## config.mk

```make
export PLATFORM = sky130hd
export DESIGN_NAME = mem_ctrl
export DESIGN_NICKNAME = d
export VERILOG_FILES = /design/src/rtl/mem_ctrl.sv
export SDC_FILE = /design/constraint.sdc
export NUM_CORES = 1
export LEC_CHECK = 0
export CAP_MARGIN = 20
export CORE_ASPECT_RATIO = 1.1
export CORE_MARGIN = 5
export CORE_UTILIZATION = 45
export CTS_BUF_LIST = sky130_fd_sc_hd__clkbuf_16
export CTS_CLUSTER_DIAMETER = 80
export DETAILED_ROUTE_END_ITERATION = 8
export PLACE_DENSITY_LB_ADDON = 0.08
export SLEW_MARGIN = 40
export SYNTH_ARGS = -nofsm -noshare
export SYNTH_HDL_FRONTEND = slang
export SYNTH_SLANG_ARGS = --single-unit
```

## constraint.sdc

```tcl
create_clock -name clk -period 4.9 [get_ports clk]
set_input_delay 1.47 -clock clk [delete_from_list [all_inputs] [get_ports clk]]
set_output_delay 1.47 -clock clk [all_outputs]
set_load 0.02 [all_outputs]
```

## src/rtl/mem_ctrl.sv

```systemverilog
// -----------------------------------------------------------------------------
// mem_ctrl
//
// Byte-serial controller that shares one 8-bit synchronous RAM port between
// the instruction-fetch path and the MEM stage. An accepted access of 1, 2 or
// 4 bytes is carried out as consecutive little-endian byte transfers. Completion
// is signalled by a one-cycle ready pulse to the requester that owns the access.
//
// Ports
//   clk, rst                  clock, asynchronous active-high reset
//   if_req / if_addr          instruction fetch request (always 4-byte read)
//   if_cancel                 abort an in-flight fetch (branch redirect)
//   if_ready / if_data        fetch completion pulse and fetched word
//   mem_req / mem_we          data access request, 1 = store
//   mem_len                   bytes minus one (0 byte, 1 half, 2/3 word)
//   mem_addr / mem_wdata      data byte address and store data
//   mem_ready / mem_rdata     data completion pulse and zero-extended load data
//   ram_addr / ram_wr         RAM byte address and write strobe
//   ram_dout / ram_din        RAM write byte and read byte (one-cycle latency)
//   busy                      controller is not idle
// -----------------------------------------------------------------------------
module mem_ctrl #(
    parameter int ADDR_W = 32
) (
    input  logic              clk,
    input  logic              rst,

    input  logic              if_req,
    input  logic [ADDR_W-1:0] if_addr,
    input  logic              if_cancel,
    output logic              if_ready,
    output logic [31:0]       if_data,

    input  logic              mem_req,
    input  logic              mem_we,
    input  logic [1:0]        mem_len,
    input  logic [ADDR_W-1:0] mem_addr,
    input  logic [31:0]       mem_wdata,
    output logic              mem_ready,
    output logic [31:0]       mem_rdata,

    output logic [ADDR_W-1:0] ram_addr,
    output logic              ram_wr,
    output logic [7:0]        ram_dout,
    input  logic [7:0]        ram_din,

    output logic              busy
);

    typedef enum logic [1:0] {
        S_IDLE  = 2'd0,
        S_READ  = 2'd1,
        S_WRITE = 2'd2
    } state_t;

    // Control state
    state_t            state_q, state_d;
    logic              owner_mem_q, owner_mem_d;   // 1 = MEM stage, 0 = fetch
    logic [2:0]        cnt_q, cnt_d;               // edges elapsed since acceptance
    logic [2:0]        len_q, len_d;               // access length in bytes

    // Registered outputs
    logic [ADDR_W-1:0] ram_addr_q, ram_addr_d;
    logic              ram_wr_q, ram_wr_d;
    logic [7:0]        ram_dout_q, ram_dout_d;
    logic              if_ready_q, if_ready_d;
    logic              mem_ready_q, mem_ready_d;
    logic [31:0]       if_data_q, if_data_d;
    logic [31:0]       mem_rdata_q, mem_rdata_d;

    // Datapath: latched base address and store-shift / load-assembly word
    logic [ADDR_W-1:0] addr_q, addr_d;
    logic [31:0]       shift_q, shift_d;

    function automatic logic [2:0] len_decode(input logic [1:0] len);
        case (len)
            2'd0:    len_decode = 3'd1;
            2'd1:    len_decode = 3'd2;
            default: len_decode = 3'd4;   // 2 is treated as a full word
        endcase
    endfunction

    always_comb begin
        state_d     = state_q;
        owner_mem_d = owner_mem_q;
        cnt_d       = cnt_q;
        len_d       = len_q;
        addr_d      = addr_q;
        shift_d     = shift_q;
        ram_addr_d  = ram_addr_q;
        ram_wr_d    = ram_wr_q;
        ram_dout_d  = ram_dout_q;
        if_ready_d  = 1'b0;
        mem_ready_d = 1'b0;
        if_data_d   = if_data_q;
        mem_rdata_d = mem_rdata_q;

        case (state_q)
            S_IDLE: begin
                ram_wr_d = 1'b0;
                // MEM holds the older instruction, so it wins the port.
                if (mem_req) begin
                    owner_mem_d = 1'b1;
                    addr_d      = mem_addr;
                    ram_addr_d  = mem_addr;
                    cnt_d       = 3'd1;
                    len_d       = len_decode(mem_len);
                    if (mem_we) begin
                        state_d    = S_WRITE;
                        ram_wr_d   = 1'b1;
                        ram_dout_d = mem_wdata[7:0];
                        shift_d    = {8'h00, mem_wdata[31:8]};
                    end else begin
                        state_d = S_READ;
                        shift_d = '0;
                    end
                end else if (if_req) begin
                    owner_mem_d = 1'b0;
                    addr_d      = if_addr;
                    ram_addr_d  = if_addr;
                    cnt_d       = 3'd1;
                    len_d       = 3'd4;
                    state_d     = S_READ;
                    shift_d     = '0;
                end
            end

            S_READ: begin
                if (!owner_mem_q && if_cancel) begin
                    // Redirected fetch: drop it silently, address bus holds.
                    state_d = S_IDLE;
                end else begin
                    if (cnt_q < len_q) begin
                        ram_addr_d = addr_q + ADDR_W'(cnt_q);
                    end
                    // Byte k returns two edges after its address was issued.
                    case (cnt_q)
                        3'd2:    shift_d[7:0]   = ram_din;
                        3'd3:    shift_d[15:8]  = ram_din;
                        3'd4:    shift_d[23:16] = ram_din;
                        3'd5:    shift_d[31:24] = ram_din;
                        default: ;
                    endcase
                    if (cnt_q == len_q + 3'd1) begin
                        // shift_d already holds the final byte merged in.
                        if (owner_mem_q) begin
                            mem_ready_d = 1'b1;
                            mem_rdata_d = shift_d;
                        end else begin
                            if_ready_d = 1'b1;
                            if_data_d  = shift_d;
                        end
                        state_d = S_IDLE;
                    end
                    cnt_d = cnt_q + 3'd1;
                end
            end

            S_WRITE: begin
                if (cnt_q < len_q) begin
                    ram_addr_d = addr_q + ADDR_W'(cnt_q);
                    ram_dout_d = shift_q[7:0];
                    shift_d    = {8'h00, shift_q[31:8]};
                    cnt_d      = cnt_q + 3'd1;
                end else begin
                    ram_wr_d    = 1'b0;
                    mem_ready_d = 1'b1;
                    state_d     = S_IDLE;
                end
            end

            default: begin
                state_d  = S_IDLE;
                ram_wr_d = 1'b0;
            end
        endcase
    end

    always_ff @(posedge clk or posedge rst) begin
        if (rst) begin
            state_q     <= S_IDLE;
            owner_mem_q <= 1'b0;
            cnt_q       <= 3'd0;
            len_q       <= 3'd0;
            ram_addr_q  <= '0;
            ram_wr_q    <= 1'b0;
            ram_dout_q  <= 8'h00;
            if_ready_q  <= 1'b0;
            mem_ready_q <= 1'b0;
            if_data_q   <= 32'h0;
            mem_rdata_q <= 32'h0;
        end else begin
            state_q     <= state_d;
            owner_mem_q <= owner_mem_d;
            cnt_q       <= cnt_d;
            len_q       <= len_d;
            ram_addr_q  <= ram_addr_d;
            ram_wr_q    <= ram_wr_d;
            ram_dout_q  <= ram_dout_d;
            if_ready_q  <= if_ready_d;
            mem_ready_q <= mem_ready_d;
            if_data_q   <= if_data_d;
            mem_rdata_q <= mem_rdata_d;
        end
    end

    // Pure datapath registers: always rewritten at acceptance, no reset needed.
    always_ff @(posedge clk) begin
        addr_q  <= addr_d;
        shift_q <= shift_d;
    end

    assign ram_addr  = ram_addr_q;
    assign ram_wr    = ram_wr_q;
    assign ram_dout  = ram_dout_q;
    assign if_ready  = if_ready_q;
    assign if_data   = if_data_q;
    assign mem_ready = mem_ready_q;
    assign mem_rdata = mem_rdata_q;
    assign busy      = (state_q != S_IDLE);

    // The write strobe only ever accompanies a store in progress.
    a_wr_only_in_write: assert property (@(posedge clk) disable iff (rst)
        ram_wr_q |-> (state_q == S_WRITE));

    // Ready pulses are raised on the transition to idle and never together.
    a_ready_exclusive: assert property (@(posedge clk) disable iff (rst)
        !(if_ready_q && mem_ready_q));

    a_ready_in_idle: assert property (@(posedge clk) disable iff (rst)
        (if_ready_q || mem_ready_q) |-> (state_q == S_IDLE));

endmodule

```

==> results of run 1 <==
-- worst reg2reg max path: cells and delay by family, from the launching register on --
family | cells | cell delay [ns]
buffers and inverters | 3 | 0.80
AND/OR/NAND/NOR | 1 | 0.48
AO/OA/AOI/OAI | 2 | 0.41
flip-flops | 1 | 0.39
adder cells (fa/ha/maj) | 1 | 0.27
-- sequential cells by signal, summed over array words and instances (netlist names), 2 cells and up --
name       flops
ram_addr      32
addr_q        32
ram_dout       8
cnt_q          3
if_data       32
state_q        2
mem_rdata     32
shift_q       32
len_q          3
-- Yosys cell counts (3+ instances only) --
cell type / number
nor4_1: 3
mux2i_1: 48
nand2_1: 45
clkbuf_1: 15
nor4_2: 3
a21o_1: 6
edfxtp_1: 64
buf_2: 15
xnor2_1: 13
buf_4: 7
buf_6: 4
o21ai_0: 56
nor2_1: 88
mux2_2: 39
a21oi_2: 18
and3_1: 9
ha_1: 16
a21oi_1: 71
o21ai_1: 12
nand4_1: 11
nor3b_1: 4
nor3_1: 6
inv_1: 24
a22oi_1: 34
and4_1: 4
a211oi_1: 4
nand3_1: 6
dfrtp_1: 116
xor2_1: 12
-- routing by layer --
| layer | track usage [%] | wire length (um) | vias to the layer above |
|---|---|---|---|
| li1 | - | - | 3215 |
| met1 | 26.2 | 9480 | 3220 |
| met2 | 36.0 | 11900 | 195 |
| met3 | 6.99 | 1890 | 31 |
| met4 | 6.20 | 487 | 0 |
| met5 | 0 | 0 | - |
-- worst max path at each step --
stage	endpoint	slack [ns]	cells after the start
3_5_place_dp	ram_addr[23]	1.34	6
5_1_grt	busy	1.40	4
6_report	busy	1.50	4
2_1_floorplan	cnt_q[0]	0.36	1
3_3_place_gp	shift_q[31]	1.37	6
4_1_cts	busy	1.50	4
-- through the flow --
stage	area (um^2)	power, mW
final	11700	7.84
after global routing	11700	8.36
after CTS	11700	7.92
after detailed placement	11100	6.55
after global placement	11100	6.50
after floorplan	8740	5.00
-- logic make-up after synthesis --
logic type,Yosys count,synth area share (%)
AOI/OAI and AO/OA,212,14.7
xor gates and xnor gates,26,2.78
adders and majority gates,17,2.52
buffers and inverters,67,3.74
DFF,180,55.2
muxes,87,10.5
and+or+nand+nor,190,10.6
-- power by group through the flow --
stage | Sequential (mW) | Combinational (mW) | Clock [mW]
floorplan | 3.25 | 1.75 | 0
global placement | 2.81 | 3.68 | 0
detailed placement | 2.82 | 3.73 | 0
CTS | 2.80 | 3.75 | 1.37
global route | 2.89 | 4.03 | 1.44
finish | 2.79 | 3.70 | 1.35
-- final cells by class --
cell class                      count  share of cell area [%]
Sequential cell                   180                    41.3
Timing Repair Buffer              227                    19.3
Clock inverter                     15                    1.44
Tap cell                          247                    2.65
Multi-Input combinational cell    532                    30.8
Clock buffer                       17                    3.64
Inverter                           24                   0.793
==> flow_metrics.env, run 1 <==
export IMPL_status="finished clean"
export IMPL_clock_skew_ns=0.0147
export IMPL_die_w_um=143
export IMPL_power_share_sequential_pct=35.7
export IMPL_slew_violations=0
export IMPL_finalWorstSetupSlack_ns=1.50
export IMPL_required_ns=3.43
export IMPL_clkPwrFrac_pct=17.2
export IMPL_instances_no_fill=1242
export IMPL_antenna_found_initial=0
export IMPL_tightest_slew_ns=0.788
export IMPL_cap_violations=0
export IMPL_crit_top_cell="inv_1"
export IMPL_synthArstFlopShare_pct=64.4
export IMPL_crit_type="reg2out"
export IMPL_track_usage_pct=21.3
export IMPL_placed_cells=1210
export IMPL_n_antenna_cell=0
export IMPL_grt_max_degree=117
export IMPL_rows=53
export IMPL_avgSynthCellArea_um2=11.2
export IMPL_grt_pass1_vias=6810
export IMPL_power_density_mw_per_mm2=671
export IMPL_switching_share_pct=41.2
export IMPL_via_count=6661
export IMPL_yosysSeqAreaShare_pct=55.2
export IMPL_routedWlPerCell_um=19.2
export IMPL_hold_end="ram_addr[5]"
export IMPL_post_cts_buffers=0
export IMPL_layout_commonest_cell="clkdlybuf4s50_1"
export IMPL_htreeDepth=4
export IMPL_cts_tree="yes"
export IMPL_crit_family="buffers and inverters"
export IMPL_initial_core_util_pct=45.8
export IMPL_hold_buffers=0
export IMPL_relSlewSlack_pct=47.5
export IMPL_power_share_combinational_pct=47.2
export IMPL_crit_buf_inv=3
export IMPL_ios=220
export IMPL_max_vdd_ir_drop_uv=340
export IMPL_yosysTopAreaCell="dfrtp_1"
export IMPL_layout_common_cells="218 x clkdlybuf4s50_1, 116 x dfrtp_1, 88 x nor2_1, 71 x a21oi_1, 64 x edfxtp_1"
export IMPL_seq_area_mm2=0.00482
export IMPL_viasPerCell=5.36
export IMPL_dp_hpwl_um=17300
export IMPL_crit_path_end_kind="primary output"
export IMPL_worstPathArrival_ns=1.93
export IMPL_r2r_start="state_q[0]"
export IMPL_rsz0062_at_grt="no"
export IMPL_hold_violations=0
export IMPL_clock_sinks=180
export IMPL_startpoint="state_q[0]"
export IMPL_finalSetupViolCount=0
export IMPL_power_switching_mw=3.23
export IMPL_area_growth_pct=33.6
export IMPL_r2r_slack_ns=2.27
export IMPL_leakage_nw=4.66
export IMPL_dp_worst_setup_slack_ns=1.34
export IMPL_cp_cell_sequence="inv_1 -> ha_1 -> inv_1 -> clkdlybuf4s50_1"
export IMPL_synthFlopType="dfrtp_1"
export IMPL_hold_slack_ns=0.475
export IMPL_fmax_mhz=294
export IMPL_cts_root_buf="clkbuf_16"
export IMPL_hold_path_depth=1
export IMPL_wl_um=23800
export IMPL_detail_route_antenna_nets=0
export IMPL_clock_latency_ns=0.43
export IMPL_synthesis_area_mm2=0.00874
export IMPL_multiInputGateArea_mm2=0.00360
export IMPL_die_y_um=156
export IMPL_firstDrtPassIters=4
export IMPL_holdCritPathClass="reg2reg"
export IMPL_post_route_period_util_pct=69.3
export IMPL_die_area_mm2=0.0223
export IMPL_nFillCells=1633
export IMPL_cts_made_buffers=17
export IMPL_intPower_mw=4.61
export IMPL_ctsResizeCount=0
export IMPL_io_buffers=219
export IMPL_postLayoutCoreUtil_pct=61.2
export IMPL_synth_edff_count=64
export IMPL_start_kind="flop"
export IMPL_clockBufferDepth=2
export IMPL_drcViolationCount=0
export IMPL_synth_seq_cells=180
export IMPL_grt_pass1_wl_um=37400
export IMPL_cpPeakStageDelay_ns=0.64
export IMPL_synth_fp_nets=908
export IMPL_synth_area_leaders="dfrtp_1 33%, edfxtp_1 22%, mux2i_1 5.5%"
export IMPL_drt_iter0_markers=415
export IMPL_synth_top_area_share_pct=33.2
export IMPL_yosys_warnings=0
export IMPL_fin_crit_ns=3.40
export IMPL_synth_distinct_cells=51
export IMPL_setup_tns_ns=0
export IMPL_critical_path_slowest_cell="clkdlybuf4s50_1"
export IMPL_place_congestion=0.851
export IMPL_worstPathMaxFanout=5
export IMPL_gr_total_overflow=0
export IMPL_clk_pin_slew_ns=0.07
export IMPL_hp_start="ram_addr[5]"
export IMPL_synth_cells=779
export IMPL_core_area_mm2=0.0191
export IMPL_final_nets=1111
export IMPL_r2r_end="shift_q[12]"
export IMPL_drive_gt1_share_pct=11.6
export IMPL_ff2ff_path_depth=7
Power figures use the tool's default switching activity.
==> run 2, diff against run 1 <==
- clock period: 4.9 -> 2.9 ns (I/O delays scaled with it)
==> flow_metrics.env, run 2 (synthesized netlist as in run 1, its figures left out) <==
export IMPL_status="finished clean"
export IMPL_max_vdd_ir_drop_uv=607
export IMPL_relSlewSlack_pct=53.4
export IMPL_worstPathArrival_ns=2.73
export IMPL_wl_met2_um=12500
export IMPL_drt_iter0_markers=389
export IMPL_clock_sinks=180
export IMPL_fmax_mhz=418
export IMPL_placed_cell_area_mm2=0.0113
export IMPL_holdCritPathClass="reg2reg"
export IMPL_gr_total_overflow=0
export IMPL_track_usage_pct=21.8
export IMPL_via_count=6811
export IMPL_slew_violations=0
export IMPL_die_y_um=156
export IMPL_ff2ff_path_depth=6
export IMPL_htreeDepth=4
export IMPL_drive_gt1_share_pct=13.3
export IMPL_cts_root_buf="clkbuf_16"
export IMPL_post_route_period_util_pct=82.5
export IMPL_setup_tns_ns=0
export IMPL_antenna_found_initial=1
export IMPL_wl_um=24400
export IMPL_clk_pin_slew_ns=0.07
export IMPL_io_buffers=219
export IMPL_start_kind="input pin"
export IMPL_cap_violations=0
export IMPL_tightest_slew_ns=0.694
export IMPL_rsz0062_at_grt="no"
export IMPL_layout_common_cells="217 x clkdlybuf4s50_1, 116 x dfrtp_1, 88 x nor2_1, 71 x a21oi_1, 64 x edfxtp_1"
export IMPL_met1_length_um=9670
export IMPL_hold_buffers=0
export IMPL_clock_latency_ns=0.43
export IMPL_finalSetupViolCount=0
export IMPL_clockBufferDepth=2
export IMPL_r2r_end="if_data[6]"
export IMPL_area_growth_pct=36.2
export IMPL_dp_hpwl_um=18300
export IMPL_grt_pass1_vias=7040
export IMPL_cts_made_buffers=17
export IMPL_die_w_um=143
export IMPL_r2r_slack_ns=0.56
export IMPL_crit_end="ram_addr[29]"
export IMPL_grt_max_degree=45
export IMPL_core_area_mm2=0.0191
export IMPL_fin_crit_ns=2.39
export IMPL_fin_total_pwr_mw=13.5
export IMPL_routedWlPerCell_um=19.3
export IMPL_detail_route_antenna_nets=0
export IMPL_cts_tree="yes"
export IMPL_startpoint="if_req"
export IMPL_top_layer="met5"
export IMPL_rows=53
export IMPL_viasPerCell=5.39
export IMPL_power_density_mw_per_mm2=1130
export IMPL_worstPathMaxFanout=11
export IMPL_nFillCells=1599
export IMPL_dp_worst_setup_slack_ns=0.0624
export IMPL_ios=220
export IMPL_grt_pass1_wl_um=38100
export IMPL_hold_violations=0
export IMPL_hold_slack_ns=0.477
export IMPL_initial_core_util_pct=45.8
export IMPL_n_antenna_cell=0
export IMPL_fin_area_mm2=0.0119
export IMPL_crit_path_end_kind="flop"
export IMPL_place_congestion=0.834
export IMPL_clock_skew_ns=0.0193
export IMPL_r2r_start="cnt_q[2]"
export IMPL_finalWorstSetupSlack_ns=0.508
export IMPL_die_area_mm2=0.0223
export IMPL_required_ns=3.24
export IMPL_wl_met3_um=1980
export IMPL_crit_type="in2reg"
export IMPL_leakage_nw=4.80
export IMPL_layout_commonest_cell="clkdlybuf4s50_1"
export IMPL_firstDrtPassIters=5
export IMPL_drcViolationCount=0
export IMPL_final_nets=1132
## run 2: layer usage
| layer | vias up | GRT usage [%] |
|---|---|---|
| met5 | - | 0 |
| met4 | 2 | 4.30 |
| met3 | 19 | 6.96 |
| met2 | 229 | 38.0 |
| met1 | 3305 | 26.6 |
| li1 | 3256 | - |
## run 2: where the power goes
group	switching (mW)	leakage [nW]	internal [mW]	total, mW
sequential	0.764	2.01	3.96	4.72
combinational	3.64	2.50	2.83	6.47
clock	1.12	0.291	1.16	2.28
total	5.52	4.80	7.95	13.5
## run 2: repair_timing
item	4_1_cts	5_1_grt
endpoints found under the setup margin	0	1
buffers inserted	0	0
resized for setup	0	1
## run 2: through the flow
step,utilization (%),instances
5_1_grt,62.3,1263
6_report,62.3,1263
2_1_floorplan,-,779
3_3_place_gp,59.2,1231
4_1_cts,62.3,1263
3_5_place_dp,59.2,1231
## run 2: worst min path at each step
| stage | cells past startpoint | end | from | slack, ns |
|---|---|---|---|---|
| 3_5_place_dp | 1 | ram_addr[5] | ram_addr[5] | 0.46 |
| 4_1_cts | 1 | ram_addr[5] | ram_addr[5] | 0.48 |
| 2_1_floorplan | 2 | len_q[1] | len_q[1] | 0.48 |
| 3_3_place_gp | 1 | ram_addr[5] | ram_addr[5] | 0.46 |
| 6_report | 1 | ram_addr[5] | ram_addr[5] | 0.48 |
| 5_1_grt | 2 | ram_addr[7] | ram_addr[7] | 0.51 |
## run 2: cell type report
cell class | count | area, um^2 | area share (%)
inverters | 24 | 93.8 | 0.788
well taps | 247 | 309 | 2.60
flip-flops and latches | 180 | 4820 | 40.5
clock inverters | 15 | 164 | 1.38
repair buffers | 248 | 2490 | 21.0
multi-input cells | 532 | 3590 | 30.2
clock buffers | 17 | 425 | 3.57
## run 2: critical path, stage by stage
cell and delay [ns]:
clkdlybuf4s50_1 0.48, nor3b_1 0.06, a311o_1 0.43, a21oi_4 0.34
nand2_2 0.16, buf_4 0.22, o21ai_0 0.16
